===== config.mk =====
export PLATFORM = sky130hd
export DESIGN_NAME = brlite_svc_queue
export DESIGN_NICKNAME = d
export VERILOG_FILES = /design/src/rtl/brlite_svc_queue.sv
export SDC_FILE = /design/constraint.sdc
export NUM_CORES = 1
export LEC_CHECK = 0
export ABC_AREA = 0
export BUFFER_PORTS_ARGS = -buffer_cell sky130_fd_sc_hd__buf_4
export CAP_MARGIN = 20
export CORE_AREA = 2 2 176 178
export DETAILED_ROUTE_END_ITERATION = 16
export DIE_AREA = 0 0 178 180
export PLACE_DENSITY = 0.68
export SYNTH_ARGS = -nofsm -noshare
export SYNTH_HDL_FRONTEND = slang
export SYNTH_SLANG_ARGS = --single-unit

===== constraint.sdc =====
create_clock -name clk_i -period 9.3 [get_ports clk_i]
set_clock_uncertainty 0.05 [all_clocks]
set_input_delay 0.465 -clock clk_i [delete_from_list [all_inputs] [get_ports clk_i]]
set_output_delay 0.465 -clock clk_i [all_outputs]
set_load 0.1 [all_outputs]

===== src/rtl/brlite_svc_queue.sv =====
// brlite_svc_queue: req/ack receive buffer holding BrLite service messages for the DMNI.
package brlite_svc_pkg;
  typedef struct packed {
    logic [7:0]  ksvc;
    logic [15:0] producer;
    logic [15:0] seq_source;
    logic [31:0] payload;
  } brlite_svc_t;
endpackage

module brlite_svc_queue
  import brlite_svc_pkg::*;
#(
  parameter int DEPTH = 4
) (
  input  logic                     clk_i,
  input  logic                     rst_i,
  input  logic                     rx_req_i,
  output logic                     rx_ack_o,
  input  brlite_svc_t              rx_data_i,
  output logic                     svc_rx_o,
  input  logic                     svc_ack_i,
  output brlite_svc_t              svc_data_o,
  output logic [$clog2(DEPTH):0]   svc_count_o,
  output logic                     full_o
);
  localparam int AW = $clog2(DEPTH);
  localparam logic [AW:0] FULL_CNT = (AW+1)'(DEPTH);
  typedef enum logic [1:0] {IDLE, ACK, WAIT_REL} state_t;
  state_t          r_state, w_next;
  logic [AW-1:0]   r_wr_ptr, r_rd_ptr;
  logic [AW:0]     r_count;
  brlite_svc_t     r_mem [DEPTH];
  logic            w_push, w_pop;
  // admission uses the registered count, so a same-cycle pop never frees room for a push
  assign w_push = (r_state == IDLE) && rx_req_i && (r_count < FULL_CNT);
  assign w_pop  = svc_ack_i && (r_count != '0);
  always_ff @(posedge clk_i or posedge rst_i)
    if (rst_i) r_state <= IDLE;
    else r_state <= w_next;
  always_comb begin
    w_next = r_state;
    case (r_state)
      IDLE:     w_next = w_push ? ACK : IDLE;
      ACK:      w_next = WAIT_REL;
      WAIT_REL: w_next = rx_req_i ? WAIT_REL : IDLE;
      default:  w_next = IDLE;
    endcase
  end
  always_comb begin
    rx_ack_o = (r_state == ACK);
  end
  always_ff @(posedge clk_i or posedge rst_i)
    if (rst_i) begin
      r_wr_ptr <= '0;
      r_rd_ptr <= '0;
      r_count  <= '0;
      for (int i = 0; i < DEPTH; i++) r_mem[i] <= '0;
    end else begin
      if (w_push) begin
        r_mem[r_wr_ptr] <= rx_data_i;
        r_wr_ptr        <= r_wr_ptr + 1'b1;
      end
      if (w_pop) r_rd_ptr <= r_rd_ptr + 1'b1;
      r_count <= r_count + (AW+1)'(w_push) - (AW+1)'(w_pop);
    end
  assign svc_rx_o    = (r_count != '0);
  assign svc_data_o  = r_mem[r_rd_ptr];
  assign svc_count_o = r_count;
  assign full_o      = (r_count == FULL_CNT);
endmodule


* Word-level counts from Yosys, hierarchy flattened *
Index checks and enable logic that the tools add are counted.

word-level totals
  memories kept = 0
  logic and storage cells = 48
  RAM bits = 0
  latch bits = 0
  flip-flop bits (word level) = 297
  ROM bits = 0
  output and inout bits = 78
  input bits = 76

cells by class
  magnitude comparators = 4
  shift-type cells = 0
  $add $sub $neg = 4
  mux-type cells = 9
  multipliers = 0
  reduce and logical (&&, ||, !) cells = 6
  div/mod/pow operators = 0
  bitwise gates (word level) = 2
  equal/unequal tests = 3

operator list
  operator                                                                      count
  288-bit bitwise mux                                                           1
  72-bit 2-to-1 mux                                                             3
  72-bit binary-select mux with 2-bit select                                    1
  72-bit demux with 2-bit select                                                1
  3-bit greater-or-equal comparator, second input constant                      2
  2-bit inverter with 3-bit output                                              2
  2-bit one-hot mux with 3 select lines                                         1
  2-bit by 1-bit adder with 2-bit output, second input constant                 2
  1-bit logical AND                                                             4
  3-bit by 1-bit adder with 3-bit output                                        1
  3-bit == test, second input constant                                          1
  3-bit by 1-bit less-than comparator with 1-bit output, second input constant  1
  3-bit less-than comparator, second input constant                             1
  3-bit nonzero test                                                            1
  3-bit by 1-bit subtractor with 3-bit output                                   1
  2-bit by 1-bit == test with 1-bit output, second input constant               1
  2-bit == test, second input constant                                          1
  2-bit logical NOT                                                             1
  2-bit 2-to-1 mux                                                              1
  1-bit 2-to-1 mux                                                              1

* Depth between registers and ports, before layout *
  depth after elaboration = 6
  gate-level depth with buffers = 8
  gate-level depth less buffers = 7

* Least setup slack after synthesis *
No wires, ideal clock.

  path kind = register to output
  start = register r_count[2], in the netlist svc_count_o[2]
  end = output full_o
  data arrival time = 3290 ps
  cell stages (with the launch flop) = 2
  path slack = 5495 ps
  data required time = 8785 ps
  cells stage by stage = dfrtp_1 > nor3b_1

between the ends
  word-level cells in the longest chain between the ends = 1

RTL lines
  item                      RTL line  RTL
  start: declaration        32        logic [AW:0] r_count;
  start signal: assignment  65        r_count <= r_count + (AW+1)'(w_push) - (AW+1)'(w_pop);
  3-bit == test             70        assign full_o = (r_count == FULL_CNT);
  end: declaration          25        output logic full_o

Every way passes these cells.

==> flow_metrics.env <==
export IMPL_fin_crit_ns=3.53
export IMPL_syn_inst=735
export IMPL_drive_above_1_share_pct=64.2
export IMPL_io_buffers=153
export IMPL_regToRegStartpoint="svc_count_o[2]"
export IMPL_status="finished, final reports clean"
export IMPL_dieWidth_um=178
export IMPL_yosys_area_top_type_share_pct=55.5
export IMPL_cp_arrival_ns=3.01
export IMPL_cts_htree_levels=2
export IMPL_relSlewSlack_pct=36.1
export IMPL_grt_start_max_net_pins=100
export IMPL_worst_pin_slew_ns=0.959
export IMPL_synth_edf_count=0
export IMPL_worst_path_max_delay_cell="dfrtp_4"
export IMPL_yosys_most_used_dff="dfrtp_1"
export IMPL_cp_num_buf_inv=2
export IMPL_first_pass_iters=4
export IMPL_syn_nets=818
export IMPL_antenna_found_initial=0
export IMPL_rrSetupSlack_ns=7.04
export IMPL_ys_seq_area_share_pct=55.5
export IMPL_grt_overflow_total=0
export IMPL_fin_nets=969
export IMPL_fp_row_count=64
export IMPL_grt_use_total_pct=17.1
export IMPL_syn2layout_area_growth_pct=17.7
export IMPL_gp_congestion=0.710
export IMPL_first_global_vias=7480
export IMPL_cts_buffer_depth=3
export IMPL_path_clk_slew_ns=0.06
export IMPL_route_vias_total=6940
export IMPL_setup_viol=0
export IMPL_synth_avg_cell_area_sq_um=18.2
export IMPL_ios=154
export IMPL_yosysTopAreaCell="dfrtp_1"
export IMPL_clk_insertion_delay_late_ns=0.49
export IMPL_drc=0
export IMPL_r2r_cells=4
export IMPL_dieArea_sq_um=32000
export IMPL_wirelength_um=26600
export IMPL_reg2reg_to="r_mem[32]"
export IMPL_clock_sinks=297
export IMPL_synth_most_common_cell="dfrtp_1"
export IMPL_ys_types=24
export IMPL_maxCapViolations=0
export IMPL_hold_ws_ns=0.0227
export IMPL_final_hold_violation_count=0
export IMPL_fin_crit_sh_pct=37.9
export IMPL_placed_cell_area_sq_um=14600
export IMPL_crit_type="flop to primary output"
export IMPL_cts_made_buffers=35
export IMPL_synthTopCellsByCount="dfrtp_1 (297), mux2_2 (216), mux2_4 (72), mux4_2 (72), clkbuf_8 (20)"
export IMPL_synth_seq_cells=297
export IMPL_crit_top_cell="buf_4"
export IMPL_rsz0062_at_grt="no"
export IMPL_cts_tree="yes"
export IMPL_initial_core_util_pct=44.4
export IMPL_drt_wirelength_per_cell_um=20.4
export IMPL_finalSetupTns_ns=0
export IMPL_vias_per_cell=5.33
export IMPL_post_cts_buffers=0
export IMPL_core_area_sq_um=30200
export IMPL_diodes=0
export IMPL_cp_slowest_stage_delay_ns=0.96
export IMPL_crit_chain="buf_4, mux4_2, buf_4"
export IMPL_cp_start_kind="flop"
export IMPL_synthArstFlopShare_pct=100
export IMPL_die_h_um=180
export IMPL_fmax_ghz=0.283
export IMPL_dp_hpwl_um=15300
export IMPL_maxSlewViolCount=0
export IMPL_hold_buffers=0
export IMPL_antenna_left=0
export IMPL_hp_class="input port to async pin"
export IMPL_cp_end_kind="primary output"
export IMPL_yosys_warnings=0
export IMPL_crit_family="flip-flops"
export IMPL_synthTopCellsByArea="dfrtp_1 (55%), mux2_2 (18%), mux4_2 (12%)"
export IMPL_cts_resized=0
export IMPL_grt_pass1_wl_um=43300
export IMPL_postLayoutCellArea_sq_um=15800
export IMPL_drtIter0Drc=265
export IMPL_root_buffer="clkbuf_16"
export IMPL_syn_cell_area_sq_um=13400
export IMPL_required_ns=8.79
export IMPL_worstPathMaxFanout=42
kinds of logic after synthesis:
group | count (synthesis) | share of synthesized area, %
and+or+nand+nor | 12 | 1.04
buffers and inverters | 52 | 4.05
xor gates and xnor gates | 5 | 0.327
AOI/OAI and AO/OA | 2 | 0.103
adders and majority gates | 7 | 0.710
muxes | 360 | 38.3
DFF | 297 | 55.5
metrics by stage:
step                setup slack, ns  instances  util, %
finish                         5.77       1303     52.2
global route                   5.51       1303     52.2
CTS                            5.63       1303     52.2
detailed placement             6.18       1245     48.4
global placement               6.22       1245     48.4
floorplan                     0.581        735        -
state kept, by name, summed over array words and instances (netlist names):
signal and cells:
r_mem 288, r_rd_ptr 2, r_state 2, r_wr_ptr 2, svc_count_o 3
worst register-to-register path: cells and delay by family (launching register included):
family,cells,cell delay [ns]
simple gates,2,0.75
mux,1,0.58
flops,1,0.46
buf+inv,1,0.31
placed cells by master, fill, tap and decap left out, types with 3 or more instances in the layout:
master,instances
mux2_4,72
nand2_8,4
mux4_2,72
clkbuf_1,4
inv_1,6
bufinv_16,4
xnor2_1,3
dfrtp_1,295
ha_1,6
clkbuf_16,35
clkinv_2,4
buf_4,159
mux2_2,216
clkbuf_8,9
worst max-delay path by stage:
| stage | startpoint | endpoint | cells after the start |
|---|---|---|---|
| after floorplan | rst_i | r_mem[0] | 1 |
| after global placement | r_rd_ptr[0] | svc_data_o[55] | 3 |
| after detailed placement | r_rd_ptr[0] | svc_data_o[47] | 3 |
| after CTS | r_rd_ptr[0] | svc_data_o[47] | 3 |
| after global routing | r_rd_ptr[0] | svc_data_o[47] | 3 |
| final | r_rd_ptr[0] | svc_data_o[47] | 3 |
final cells by class:
type | count | area, sq um
Clock inverter | 10 | 158
Clock buffer | 48 | 1010
Fill cell | 2441 | 14400
Inverter | 7 | 33.8
Sequential cell | 297 | 7440
Tap cell | 396 | 495
Multi-Input combinational cell | 386 | 5440
Timing Repair Buffer | 159 | 1190
routing by layer:
layer / global-route usage, % / vias up / part of all wire, %
met5: 0 / - / 0
met3: 5.31 / 32 / 7.4
met4: 3.77 / 0 / 1.3
met2: 25.6 / 157 / 46
li1: - / 3034 / -
met1: 24.6 / 3717 / 46
Power is left out: the tool's default activity adds up to more than one toggle a clock period on the data nets, which glitch-free logic cannot reach.
